[config.mk]
export PLATFORM = sky130hd
export DESIGN_NAME = mux64_rr_arbiter
export DESIGN_NICKNAME = d
export VERILOG_FILES = /design/src/rtl/mux64_rr_arbiter_pkg.sv /design/src/rtl/mux64_rr_arbiter_rr_pick.sv /design/src/rtl/mux64_rr_arbiter.sv
export SDC_FILE = /design/constraint.sdc
export NUM_CORES = 1
export LEC_CHECK = 0
export CORE_MARGIN = 2
export CORE_UTILIZATION = 30
export CTS_CLUSTER_DIAMETER = 80
export DETAILED_ROUTE_END_ITERATION = 10
export GPL_TIMING_DRIVEN = 0
export PLACE_DENSITY = 0.56
export SYNTH_ARGS = -nofsm -noshare
export SYNTH_HDL_FRONTEND = slang
export SYNTH_HIERARCHICAL = 1
export SYNTH_SLANG_ARGS = --single-unit
export TNS_END_PERCENT = 5
[constraint.sdc]
create_clock -name clk -period 7.7 [get_ports clk]
set_input_delay 1.925 -clock clk [delete_from_list [all_inputs] [get_ports clk]]
set_output_delay 1.925 -clock clk [all_outputs]
set_load 0.05 [all_outputs]
[src/rtl/mux64_rr_arbiter_pkg.sv]
// Shared constants, FSM state encoding and a constant clog2 helper for the
// 64-way round-robin mux select arbiter.
package mux_arb_pkg;

    localparam int N     = 64;
    localparam int SEL_W = 6;

    typedef enum logic {
        ST_IDLE  = 1'b0,
        ST_GRANT = 1'b1
    } arb_state_t;

    function automatic int clog2(input int v);
        int r;
        r = 0;
        while ((1 << r) < v) r++;
        return r;
    endfunction

endpackage

[src/rtl/mux64_rr_arbiter_rr_pick.sv]
// Combinational round-robin picker: first set request at or above ptr,
// wrapping from N-1 back to 0.
module rr_pick
    import mux_arb_pkg::*;
#(
    parameter int N     = mux_arb_pkg::N,
    parameter int SEL_W = mux_arb_pkg::SEL_W
) (
    input  logic [N-1:0]     req,
    input  logic [SEL_W-1:0] ptr,
    output logic             any,
    output logic [SEL_W-1:0] idx
);

    logic [N-1:0]     rot;
    logic [SEL_W-1:0] first;

    // rot[i] is the requester i positions above ptr; the SEL_W-wide index
    // sum wraps modulo N because N is a power of two.
    always_comb begin
        rot = '0;
        for (int i = 0; i < N; i++) begin
            rot[i] = req[SEL_W'(i) + ptr];
        end
    end

    always_comb begin
        first = '0;
        for (int i = N - 1; i >= 0; i--) begin
            if (rot[i]) first = SEL_W'(i);
        end
    end

    assign any = |req;
    assign idx = first + ptr;

endmodule

[src/rtl/mux64_rr_arbiter.sv]
// Round-robin arbiter owning the select of a shared 64:1 mux; holds a grant
// until release, request drop, or MAX_HOLD expiry, with one idle bubble after.
module mux64_rr_arbiter
    import mux_arb_pkg::*;
#(
    parameter int N        = mux_arb_pkg::N,
    parameter int SEL_W    = mux_arb_pkg::SEL_W,
    parameter int MAX_HOLD = 16
) (
    input  logic             clk,
    input  logic             rst_n,
    input  logic [N-1:0]     req,
    input  logic             release_i,
    output logic [SEL_W-1:0] sel,
    output logic [N-1:0]     grant,
    output logic             grant_valid,
    output logic             timeout
);

    localparam int HOLD_W = clog2(MAX_HOLD + 1);

    arb_state_t        state;
    logic [SEL_W-1:0]  ptr;
    logic [HOLD_W-1:0] hold_cnt;

    logic              pick_any;
    logic [SEL_W-1:0]  pick_idx;
    logic [N-1:0]      pick_onehot;
    logic              owner_req;
    logic              expired;
    logic              rel;

    rr_pick #(
        .N     (N),
        .SEL_W (SEL_W)
    ) u_pick (
        .req (req),
        .ptr (ptr),
        .any (pick_any),
        .idx (pick_idx)
    );

    assign pick_onehot = {{(N-1){1'b0}}, 1'b1} << pick_idx;
    assign owner_req   = req[sel];
    assign expired     = (hold_cnt == HOLD_W'(MAX_HOLD));
    assign rel         = release_i | ~owner_req | expired;

    always_ff @(posedge clk or negedge rst_n) begin
        if (!rst_n) begin
            state       <= ST_IDLE;
            sel         <= '0;
            grant       <= '0;
            grant_valid <= 1'b0;
            timeout     <= 1'b0;
            ptr         <= '0;
            hold_cnt    <= '0;
        end else begin
            timeout <= 1'b0;
            case (state)
                ST_IDLE: begin
                    if (pick_any) begin
                        sel         <= pick_idx;
                        grant       <= pick_onehot;
                        grant_valid <= 1'b1;
                        hold_cnt    <= HOLD_W'(1);
                        state       <= ST_GRANT;
                    end
                end
                ST_GRANT: begin
                    if (rel) begin
                        grant       <= '0;
                        grant_valid <= 1'b0;
                        ptr         <= sel + SEL_W'(1);
                        hold_cnt    <= '0;
                        state       <= ST_IDLE;
                        // Only a pure expiry is a timeout; an explicit or implicit
                        // release in the same cycle takes precedence.
                        timeout     <= expired & ~release_i & owner_req;
                    end else if (!expired) begin
                        hold_cnt    <= hold_cnt + HOLD_W'(1);
                    end
                end
                default: state <= ST_IDLE;
            endcase
        end
    end

endmodule
Word-level counts from Yosys, hierarchy flattened:

Cells that the tools add are included.

* equality and inequality tests: 4
* reduce and logical (&&, ||, !) cells: 5
* shift-type cells: 1
* multiplexer cells: 209
* $add $sub $neg: 66
* $lt $le $gt $ge: 65
* bitwise logic cells: 7

Operator list (number)
* < comparator 6 x 7 -> 1 bit, second input constant: 65
* binary-select mux 1 bit (select 6 bit): 65
* 2-to-1 mux 6 bit: 64
* adder 6 bit, first input constant: 32
* 2-to-1 mux 64 bit: 2
* one-hot mux 64 bit (2 select lines): 1
* adder 5 x 6 -> 6 bit, first input constant: 16
* 2-to-1 mux 1 bit: 71
* OR reduction 64 bit: 1
* left shift 1 x 6 -> 64 bit, first input constant: 1
* adder 4 x 6 -> 6 bit, first input constant: 8
* adder 3 x 6 -> 6 bit, first input constant: 4
* 2-to-1 mux 5 bit: 3
* adder 2 x 6 -> 6 bit, first input constant: 2
* one-hot mux 5 bit (2 select lines): 1
* AND reduction 2 bit: 4
* adder 1 x 6 -> 6 bit, first input constant: 1
* adder 6 x 1 -> 6 bit, second input constant: 1
* adder 6 bit: 1
* adder 5 x 1 -> 5 bit, second input constant: 1
* == test 5 bit, second input constant: 1
* one-hot mux 1 bit (2 select lines): 2
* != test 3 x 2 -> 1 bit, second input constant: 1
* NOT 1 bit: 3
* 4 further kinds: 6

* bits of input ports: 67
* flip-flop bits (word level): 84
* logic and storage cells: 364
* output and inout bits: 72

Depth between registers and ports, before layout:

Gate-level depths: netlist (run 1).

* word-level depth: 71
* mapped depth: 31

By module:

The synthesis (run 1) kept the hierarchy.

Modules (own cells, without submodules)
* rr_pick: cells each 727, instances 1, area each 8151.6 um^2
* mux64_rr_arbiter: cells each 518, instances 1, area each 4516.8 um^2

Least setup slack after synthesis (run 1):

Ideal clock, no wire load.

* path kind: register to register
* start point: register ptr[2]
* end point: register grant[56]
* data arrival time: 6.968 ns
* cell stages (with the launch flop): 29
* slack: 0.649 ns
* period minus slack after synthesis: 7.051 ns
* buffers on the path: 6
* cell sequence: dfrtp_1 buf_2 buf_1 buf_1 inv_1 ha_1 clkbuf_1 buf_2 buf_2 mux4_2 mux4_2 mux4_2 or2_2 or3_1 a2111oi_0 a211oi_1 ha_1 a21o_1 a21oi_1 o21bai_1 a21oi_1 xnor2_1 xnor2_1 inv_1 nor2_1 nand3_1 nor2_1 a21oi_1 o21ai_0

* longest elaborated chain between the ends: 71

RTL lines
* start, declared: RTL line mux64_rr_arbiter.sv:23 `logic [SEL_W-1:0] ptr;`
* start signal, assigned: RTL line mux64_rr_arbiter.sv:73 `ptr <= sel + SEL_W'(1);`
* adder 6 bit: RTL line mux64_rr_arbiter_rr_pick.sv:23 `rot[i] = req[SEL_W'(i) + ptr];`
* binary-select mux 1 bit (select 6 bit): RTL line mux64_rr_arbiter_rr_pick.sv:23
* 2-to-1 mux 1 bit (not written as such): RTL line mux64_rr_arbiter_rr_pick.sv:23
* 2-to-1 mux 6 bit (64 in a row): RTL line mux64_rr_arbiter_rr_pick.sv:30 `if (rot[i]) first = SEL_W'(i);`
* adder 6 bit (*): RTL line mux64_rr_arbiter_rr_pick.sv:35 `assign idx = first + ptr;`
* named net pick_idx[5]: RTL line mux64_rr_arbiter.sv:27 `logic [SEL_W-1:0] pick_idx;`
* left shift 1 x 6 -> 64 bit (*): RTL line mux64_rr_arbiter.sv:43 `assign pick_onehot = {{(N-1){1'b0}}, 1'b1} << pick_idx;`
* 2-to-1 mux 64 bit (*): RTL line mux64_rr_arbiter.sv:61 `if (pick_any) begin`
* one-hot mux 64 bit (2 select lines) (*): RTL line mux64_rr_arbiter.sv:59 `case (state)`
* end signal, assigned: RTL line mux64_rr_arbiter.sv:63 `grant <= pick_onehot;`
* end, declared: RTL line mux64_rr_arbiter.sv:15 `output logic [N-1:0] grant,`

Mark *: on every way through the listed nets, which the timed path passes. The rest lies on a longest branch. The select of a mux whose other input is x is not followed.
A chain may end at the register's enable or synchronous reset.

Final worst setup path (run 1):

* start point: input port req[19]
* end point: register grant[28]

* longest elaborated chain between the ends: 70

RTL lines
* start, declared: RTL line mux64_rr_arbiter.sv:12 `input logic [N-1:0] req,`
* binary-select mux 1 bit (select 6 bit): RTL line mux64_rr_arbiter_rr_pick.sv:23
* 2-to-1 mux 1 bit (not written as such): RTL line mux64_rr_arbiter_rr_pick.sv:23
* 2-to-1 mux 6 bit (63 in a row): RTL line mux64_rr_arbiter_rr_pick.sv:30
* 2-to-1 mux 6 bit (*): RTL line mux64_rr_arbiter_rr_pick.sv:30
* adder 6 bit (*): RTL line mux64_rr_arbiter_rr_pick.sv:35
* named net pick_idx[2]: RTL line mux64_rr_arbiter.sv:27
* left shift 1 x 6 -> 64 bit (*): RTL line mux64_rr_arbiter.sv:43
* 2-to-1 mux 64 bit (*): RTL line mux64_rr_arbiter.sv:61
* one-hot mux 64 bit (2 select lines) (*): RTL line mux64_rr_arbiter.sv:59

Marks and branches as above.

==> results_dict.tcl, run 1 <==
set metrics [dict create \
    cts_sinks 84 \
    initial_core_util_pct 30.27 \
    synth_nets 1338 \
    cts_buffer_depth 2 \
    synth-main-ff-cell "dfrtp_1" \
    first_pass_iters 7 \
    cts_max_level 3 \
    synth_area_per_cell_um2 10.18 \
    synth_area_um2 12670 \
    timing.final.hold_violations 0 \
    overflow 0 \
    critPathLaunchType "primary input" \
    skew_ns 0.01129 \
    slowest_delay_ns 0.66 \
    ys_seq_area_share_pct 16.59 \
    io_buffers 138 \
    ant_nets 0 \
    cts_buffers 9 \
    holdWs_ns 0.5082 \
    outcome "complete, no violations" \
    worstPathMaxFanout 8 \
    drt-wirelength-per-cell_um 26.85 \
    fp.coreArea_um2 41850 \
    io_pins 139 \
    final_common_cell "mux4_2" \
    n_antenna_cell 0 \
    die_h_um 209.5 \
    drt_iter0_drc 1241 \
    yosys_warnings 6 \
    synth_cell_type_count 67 \
    crit_top_cell "mux4_2" \
    crit_slowest_cell "mux4_2" \
    synth_edf_count 0 \
    period_share_pct 98.42 \
    drt-total-wl_um 52210 \
    crit_chain "clkdlybuf4s50_1 > mux4_2 > mux4_2 > mux4_2 > nor2b_1 > a2111oi_1 > o211ai_1 > o21bai_1 > a311oi_2 > nor2_1 > ha_1 > fa_1 > xor2_1 > clkbuf_1 > nor2b_1 > nand2b_1 > clkbuf_1 > nor2_1 > a21oi_1 > o21ai_0" \
    fmaxAchievable_mhz 132.0 \
    finalMaxSlewViolations 0 \
    grt_max_degree 44 \
    chipWidth_um 209.5 \
    critPathRequiredTime_ns 7.91 \
    hpwlAfterDp_um 40000 \
    final-setup-viol-count 0 \
    final_util_pct 36.97 \
    async_reset_ff_share_pct 100.0 \
    fillerInstances 4173 \
    antenna_found_initial 0 \
    die_area_um2 43890 \
    hp-class "reg2reg" \
    critical_path_arrival_ns 7.79 \
    area_delta_synth_final_pct 22.15 \
    layout_common_cells "mux4_2, mux2i_1, nor2_1" \
    post-route-min-period_ns 7.578 \
    cts_root_buf "clkbuf_16" \
    drive_gt1_share_pct 23.76 \
    maxCapViolCount 0 \
    synth_seq_cells 84 \
    setup_ws_ns 0.1217 \
    ctsHoldBuffers 0 \
    end_kind "flip-flop" \
    path_class "in2reg" \
    grt.total_usage_pct 23.47 \
    clk_pin_slew_ns 0.06 \
    cts_tree "done" \
    fin_nets 1494 \
    grt_pass1_vias 11976 \
    via_count 12264 \
    worst_skew_pair.late_latency_ns 0.35 \
    drc 0 \
    relSlewSlack_pct 30.05 \
    grt_first_pass_wirelength_um 77740 \
    num_rows 75 \
    vias_per_cell 6.305 \
    gp_congestion 0.9757 \
    pre_cts_slack_ns -1.307 \
    worstMarginPinSlew_ns 1.042 \
    synth_cells 1245 \
]
## final timing paths
check / startpoint / to / slack, ns / cells past startpoint
max: req[19] / grant[28] / 0.12 / 20
min: ptr[5] / ptr[5] / 0.51 / 1
max in group asynchronous: rst_n / ptr[2] / 5.48 / 2
max reg2reg: ptr[1] / grant[28] / 0.25 / 26
min in group asynchronous: rst_n / grant[52] / 1.58 / 1
min reg2reg: ptr[5] / ptr[5] / 0.51 / 1
## critical path, delay by kind of cell
family          cells  cell delay, ns
mux                 3            1.70
fa+ha+maj           2            0.64
buf+inv             3            1.37
compound gates      6            1.28
xor+xnor            1            0.16
simple gates        5            0.73
## state kept, by name, summed over array words and instances (netlist names)
| signal | flops |
|---|---|
| ptr | 6 |
| grant_valid | 1 |
| hold_cnt | 5 |
| state | 1 |
| timeout | 1 |
| sel | 6 |
| grant | 64 |
## through the flow
stage                     area (um^2)  cells  TNS [ns]
after CTS                       15130   1940         0
after detailed placement        14740   1923    -72.83
final                           15470   1945         0
after floorplan                 12670   1245         0
after global routing            15470   1945   -0.6189
after global placement          14720   1922    -66.75
## area by class of cell
cell class | count | area (um^2) | share of cell area [%]
multi-input cells | 990 | 9997 | 64.60
flip-flops and latches | 84 | 2105 | 13.60
repair buffers | 145 | 1602 | 10.35
well taps | 539 | 674.4 | 4.358
plain buffers | 76 | 410.4 | 2.652
inverters | 95 | 356.6 | 2.304
clock buffers | 9 | 225.2 | 1.455
clock inverters | 7 | 105.1 | 0.6792
## cell usage after synthesis, drive strengths merged (5+ instances only)
master | instances | area (um^2)
dfrtp | 84 | 2102
mux4 | 192 | 4324
nand2b | 14 | 87.58
a21boi | 6 | 45.04
nor4 | 20 | 131.4
a21oi | 100 | 504.2
nand3 | 26 | 130.1
clkbuf | 36 | 135.1
xnor2 | 59 | 531.8
ha | 25 | 312.8
a21o | 6 | 45.04
mux2i | 133 | 1331
and2 | 6 | 37.54
buf | 41 | 227.7
nand2 | 49 | 183.9
xor2 | 8 | 70.07
and3 | 5 | 31.28
o21ai | 76 | 384.1
o221ai | 6 | 52.55
o211ai | 11 | 82.58
nor2 | 107 | 401.6
a211oi | 7 | 52.55
a31oi | 8 | 50.05
o21bai | 7 | 52.55
nor3 | 12 | 70.07
nor2b | 15 | 93.84
nand4 | 10 | 62.56
inv | 95 | 356.6
mux2 | 30 | 337.8
or2 | 6 | 37.54
## repair_timing
action | in CTS | in global routing
pin swaps | 2 | 3
gates resized for setup | 20 | 104
endpoints found under the setup margin | 69 | 65
buffers inserted | 2 | 4
gates cloned | 0 | 1
hold endpoints to repair | 0 | 0
## layer usage
metal,vias to the layer above,global-route usage (%),wire length (um)
li1,5146,-,-
met1,6077,29.59,19790
met2,841,37.71,24010
met3,198,6.165,5735
met4,2,10.76,2620
met5,-,1.001,59
## logic make-up after synthesis
| group | after synthesis | share of synthesized area, % |
|---|---|---|
| compound gates | 256 | 12.03 |
| xor+xnor | 67 | 4.751 |
| fa+ha+maj | 26 | 2.627 |
| buf+inv | 172 | 5.679 |
| flops | 84 | 16.59 |
| mux | 355 | 47.31 |
| simple gates | 285 | 11.01 |
Power of run 1 is not shown: default switching activity piles up to over one toggle a cycle in this logic, so the estimate is an artifact.
==> inputs of run 2 (changes only) <==
--- a/config.mk
+++ b/config.mk
@@ -11,6 +11,7 @@
 export DETAILED_ROUTE_END_ITERATION = 10
 export GPL_TIMING_DRIVEN = 0
 export PLACE_DENSITY = 0.56
+export REMOVE_ABC_BUFFERS = 1
 export SYNTH_ARGS = -nofsm -noshare
 export SYNTH_HDL_FRONTEND = slang
 export SYNTH_HIERARCHICAL = 1
==> run 2 against run 1 <==
Effect of this change:
- global-route usage is 3.2 points lower
- first-iteration DRC count fell by 18%
- core utilization down 0.65 points
- die area unchanged
- maximum frequency rose by 1.6%
- sequential cell count unchanged
- critical path depth is 3 higher
- setup slack improved by 0.12 ns
- critical endpoint is now grant[35]
- largest cell class unchanged
==> results_dict.tcl, run 2 (synthesized netlist as in run 1, its figures left out) <==
set metrics [dict create \
    fin_nets 1424 \
    worstMarginPinSlew_ns 1.411 \
    rr_startpoint "ptr[0]" \
    critical_path_arrival_ns 7.70 \
    place_area_um2 14610 \
    fin_area_um2 15200 \
    worstPathMaxFanout 8 \
    crit_path_start "req[55]" \
    cts_buffer_depth 2 \
    grt_pass1_vias 11099 \
    via_count 11405 \
    reg.largest.list "grant x64, ptr x6, sel x6" \
    io_pins 139 \
    initial_core_util_pct 30.27 \
    pre_cts_slack_ns -0.7297 \
    n_antenna_cell 0 \
    stdcell_count 1875 \
    drt-total-wl_um 45310 \
    chipWidth_um 209.5 \
    cts_buffers 9 \
    relSlewSlack_pct 5.937 \
    num_rows 75 \
    finalMaxSlewViolations 0 \
    regMostFlops "grant" \
    timing.final.hold_violations 0 \
    drt_iter0_drc 1020 \
    largest_register_ffs 64 \
    drt-wirelength-per-cell_um 24.16 \
    first_pass_iters 7 \
    post-route-min-period_ns 7.458 \
    io_buffers 138 \
    overflow 0 \
    fmaxAchievable_mhz 134.1 \
    die_h_um 209.5 \
    critPathLaunchType "primary input" \
    cts_sinks 84 \
    setup_ws_ns 0.2424 \
    rsz0062_at_grt "yes" \
    die_area_um2 43890 \
    reg2reg_slack_ns 0.38 \
    cts_root_buf "clkbuf_16" \
    clk_pin_slew_ns 0.06 \
    hpwlAfterDp_um 34200 \
    met3_usage_pct 3.516 \
    gp_congestion 0.9225 \
    layout_common_cells "mux4_2, mux2i_1, nor2_1" \
    antenna_found_initial 0 \
    period_share_pct 96.85 \
    grt_max_degree 59 \
    drive_gt1_share_pct 22.08 \
    maxCapViolCount 0 \
    final_common_cell "mux4_2" \
    grt-busiest-layer "met2" \
    hp-class "reg2reg" \
    end_kind "flip-flop" \
    ctsHoldBuffers 0 \
    area_delta_synth_final_pct 20.02 \
    cts_tree "done" \
    grtUsageMet2_pct 33.45 \
    final-setup-viol-count 0 \
    ant_nets 0 \
    grt.total_usage_pct 20.27 \
    vias_per_cell 6.083 \
    outcome "complete, no violations" \
    use_met1_pct 27.26 \
    grt_first_pass_wirelength_um 69520 \
    critPathRequiredTime_ns 7.95 \
    drc 0 \
    worst_skew_pair.late_latency_ns 0.34 \
    path_class "in2reg" \
    skew_ns 0.003580 \
    fp.coreArea_um2 41850 \
    dp.cells 1854 \
    cts_max_level 3 \
    worstHoldStart "grant[26]" \
]
## run 2: changes by cell type in the layout (fill, tap and decap cells not counted), moves of 4 or more
cell,previous run,this run
mux2i_1,123,130
dlymetal6s2s_1,63,54
buf_16,0,4
clkdlybuf4s50_1,74,83
mux2i_2,10,3
buf_6,7,1
buf_4,16,4
clkbuf_1,33,2
buf_2,21,0
## run 2: area by class of cell
type	count	area, um^2
repair buffers	151	1753
fillers	4156	26650
clock buffers	13	260.3
multi-input cells	990	10000
inverters	95	356.6
clock inverters	3	43.79
flip-flops and latches	84	2112
well taps	539	674.4
## run 2: final timing paths
kind,to,cells after the start
min in group asynchronous,grant[8],1
max in group asynchronous,grant[11],2
max reg2reg,grant[35],26
min reg2reg,grant[26],2
min,grant[26],2
max,grant[35],23
## run 2: timing repair
action	in CTS	in global routing
buffers inserted	1	3
pin swaps	1	3
endpoints found under the setup margin	65	65
gates resized for setup	4	74
gates cloned	0	1
## run 2: routing by layer
metal,routed length [um],share of wire [%],vias to the layer above
met5,0,0,-
met4,1355,3.0,0
met3,3714,8.2,68
met1,18290,40,5788
met2,21950,48,548
li1,-,-,5001
## run 2: metrics by stage
step / utilization (%) / TNS (ns) / hold slack (ns)
3_5_place_dp: 34.91 / -34.02 / 0.5095
6_report: 36.33 / 0 / 0.5185
5_1_grt: 36.33 / -0.2536 / 0.5567
4_1_cts: 35.73 / -0.9873 / 0.5224
2_1_floorplan: - / -183.95 / 0.4960
3_3_place_gp: 34.31 / -400.04 / 0.5013
## run 2: worst max-delay path, cell delays in order
cell and delay (ns):
clkdlybuf4s50_1 0.57, mux4_2 0.61, mux4_2 0.56, mux4_2 0.50, nor2b_1 0.15, a2111oi_1 0.37
o211ai_1 0.13, o21bai_1 0.24, a311oi_2 0.31, nor2_1 0.13, ha_1 0.23, a21o_1 0.18
a21oi_1 0.23, o21bai_1 0.10, a21oi_1 0.18, xnor2_1 0.13, xnor2_2 0.27, inv_1 0.14
nor2_2 0.24, nand2_1 0.18, nor2_1 0.16, a21oi_1 0.05, o21ai_0 0.12
Power of run 2 is left out for the same reason.
==> inputs of run 3 (changes only) <==
--- a/config.mk
+++ b/config.mk
@@ -5,15 +5,15 @@
 export SDC_FILE = /design/constraint.sdc
 export NUM_CORES = 1
 export LEC_CHECK = 0
+export CAP_MARGIN = 20
 export CORE_MARGIN = 2
 export CORE_UTILIZATION = 30
 export CTS_CLUSTER_DIAMETER = 80
 export DETAILED_ROUTE_END_ITERATION = 10
 export GPL_TIMING_DRIVEN = 0
-export PLACE_DENSITY = 0.56
+export PLACE_DENSITY = 0.58
 export REMOVE_ABC_BUFFERS = 1
 export SYNTH_ARGS = -nofsm -noshare
 export SYNTH_HDL_FRONTEND = slang
-export SYNTH_HIERARCHICAL = 1
 export SYNTH_SLANG_ARGS = --single-unit
 export TNS_END_PERCENT = 5
==> constraint.sdc (replaced) <==
create_clock -name clk -period 6.5 [get_ports clk]
set_input_delay 1.625 -clock clk [delete_from_list [all_inputs] [get_ports clk]]
set_output_delay 1.625 -clock clk [all_outputs]
set_load 0.05 [all_outputs]
==> run 3 against run 2 <==
Effect of this change:
- the flow now finishes with violations (setup timing)
- synthesized cell count fell by 17%
- setup slack got worse by 0.81 ns
- first-iteration DRC count rose by 9.2%
- clock skew rose by 0.0090 ns
- non-clock buffer count rose by 35
- cell count fell by 9.8%
- critical path depth did not move
- global-route usage fell by 0.41 points
- critical path type unchanged
- critical endpoint is now grant[38]
- largest cell class unchanged
- highest routed layer unchanged
==> results_dict.tcl, run 3 <==
set metrics [dict create \
    outcome "complete, but fails checks" \
    violations "setup timing" \
    grt.total_usage_pct 19.86 \
    hpwlAfterDp_um 33370 \
    relSlewSlack_pct 29.49 \
    skew_ns 0.01253 \
    drc 0 \
    grtUsageMet2_pct 31.56 \
    timing.final.hold_violations 0 \
    reg2reg_slack_ns -0.41 \
    io_pins 139 \
    num_rows 74 \
    post-route-min-period_ns 7.071 \
    via_count 10757 \
    hp-class "reg2reg" \
    synthTopCellsByCount "mux4_2, dfrtp_1, mux2i_1" \
    period_share_pct 108.8 \
    stdcell_count 1691 \
    crit_path_start "req[62]" \
    cts_tree "done" \
    synth_top_cell_by_area "mux4_2" \
    synth_cell_type_count 78 \
    rr_startpoint "ptr[3]" \
    vias_per_cell 6.361 \
    finalMaxSlewViolations 0 \
    synth_edf_count 0 \
    place_area_um2 14470 \
    overflow 0 \
    drt-total-wl_um 44120 \
    rsz0062_at_grt "yes" \
    holdWs_ns 0.4861 \
    regMostFlops "grant" \
    critical_path_arrival_ns 7.35 \
    grt_pass1_vias 10289 \
    synth_top_cell_area_share_pct 37.93 \
    clk_pin_slew_ns 0.07 \
    reg.largest.list "grant x64, ptr x6, sel x6" \
    synth_cells 1030 \
    layout_common_cells "mux4_2, dfrtp_1, clkdlybuf4s50_1" \
    largest_register_ffs 64 \
    area_delta_synth_final_pct 21.44 \
    maxCapViolCount 0 \
    ff2ff_path_depth 22 \
    drt-wirelength-per-cell_um 26.09 \
    final_common_cell "mux4_2" \
    ys_seq_area_share_pct 16.94 \
    cts_buffers 9 \
    end_kind "flip-flop" \
    ctsHoldBuffers 0 \
    final-setup-viol-count 65 \
    gp_congestion 0.9249 \
    synth_area_leaders "mux4_2, dfrtp_1, mux2i_1" \
    chipWidth_um 207.4 \
    initial_core_util_pct 30.39 \
    die_h_um 207.4 \
    synth_area_um2 12410 \
    setup_ws_ns -0.5714 \
    fin_area_um2 15070 \
    ant_nets 0 \
    critPathLaunchType "primary input" \
    synth_seq_cells 84 \
    crit_end "grant[38]" \
    grt_max_degree 60 \
    cts_root_buf "clkbuf_16" \
    met3_usage_pct 4.266 \
    synth_area_per_cell_um2 12.05 \
    async_reset_ff_share_pct 100.0 \
    grt_first_pass_wirelength_um 66110 \
    drive_gt1_share_pct 34.08 \
    fmaxAchievable_mhz 141.4 \
    io_buffers 138 \
    worstMarginPinSlew_ns 1.058 \
    r2r_end "grant[38]" \
    synth.most_common_cell "mux4_2" \
    antenna_found_initial 0 \
    cts_sinks 84 \
    path_class "in2reg" \
    cts_buffer_depth 2 \
    worst_skew_pair.late_latency_ns 0.34 \
    first_pass_iters 8 \
    drt_iter0_drc 1114 \
    dp.cells 1643 \
    use_met1_pct 26.44 \
    synth-main-ff-cell "dfrtp_1" \
    critPathRequiredTime_ns 6.78 \
    grt-busiest-layer "met2" \
    worstPathMaxFanout 16 \
    n_antenna_cell 0 \
    fin_nets 1248 \
    cts_max_level 3 \
    final_util_pct 36.91 \
    die_area_um2 43010 \
    yosys_warnings 0 \
    fp.coreArea_um2 40830 \
]
==> run 3: metal layers <==
metal  wire length (um)  part of all wire [%]  vias up
met5                  0                     0        -
met3               3933                   8.9       93
met2              20840                    47      550
li1                   -                     -     4553
met1              17290                    39     5561
met4               2051                   4.6        0
==> run 3: logic make-up (layout without fill, tap and decap cells) <==
logic type,after synthesis,count (layout),share of synthesized area [%]
AOI/OAI and AO/OA,203,203,12.18
xor gates and xnor gates,68,68,4.799
adders and majority gates,27,27,2.783
buffers and inverters,101,230,3.770
DFF,84,84,16.94
muxes,327,327,50.31
and+or+nand+nor,220,220,9.225
==> run 3: how the worst min path moves through the flow <==
stage | start | endpoint | slack [ns] | cells past startpoint
finish | hold_cnt[4] | hold_cnt[4] | 0.49 | 1
CTS | hold_cnt[4] | hold_cnt[4] | 0.48 | 1
global placement | hold_cnt[4] | hold_cnt[4] | 0.47 | 1
global route | grant[23] | grant[23] | 0.51 | 1
floorplan | hold_cnt[4] | hold_cnt[4] | 0.44 | 1
detailed placement | hold_cnt[4] | hold_cnt[4] | 0.47 | 1
==> run 3: layout make-up <==
class,count,area (um^2)
clock buffers,9,225.2
multi-input cells,845,10050
repair buffers,186,1827
flip-flops and latches,84,2112
well taps,532,665.6
inverters,28,112.6
clock inverters,7,80.08
fillers,3952,25760
==> run 3: stage by stage <==
step	setup slack (ns)	setup TNS (ns)
after floorplan	-3.798	-253.42
after global placement	-6.742	-456.03
after detailed placement	-2.217	-137.12
after CTS	-0.4976	-29.86
after global routing	-0.7315	-43.30
final	-0.5714	-33.59
==> run 3: what timing repair did <==
item                       CTS  global route
setup endpoints to repair   70            66
setup buffers               21             8
cloned                       1             0
pin swaps                    6             5
gates resized for setup    106            86
==> run 3: worst max-delay path, stage by stage <==
cell and delay [ns]:
dlygate4sd2_1 0.38, mux4_2 0.51, mux4_2 0.53, mux4_2 0.52
nand2b_1 0.17, or3_1 0.37, or4_1 0.49, a221oi_2 0.24
o21ai_2 0.11, a221oi_2 0.27, ha_2 0.23, inv_1 0.05
fa_2 0.37, inv_1 0.07, a21o_1 0.11, a21oi_1 0.07
xnor2_1 0.16, buf_4 0.17, nor3_4 0.24, nand2_2 0.14
mux2i_4 0.20, buf_12 0.18, a22o_1 0.15
Power of run 3 is left out for the same reason.
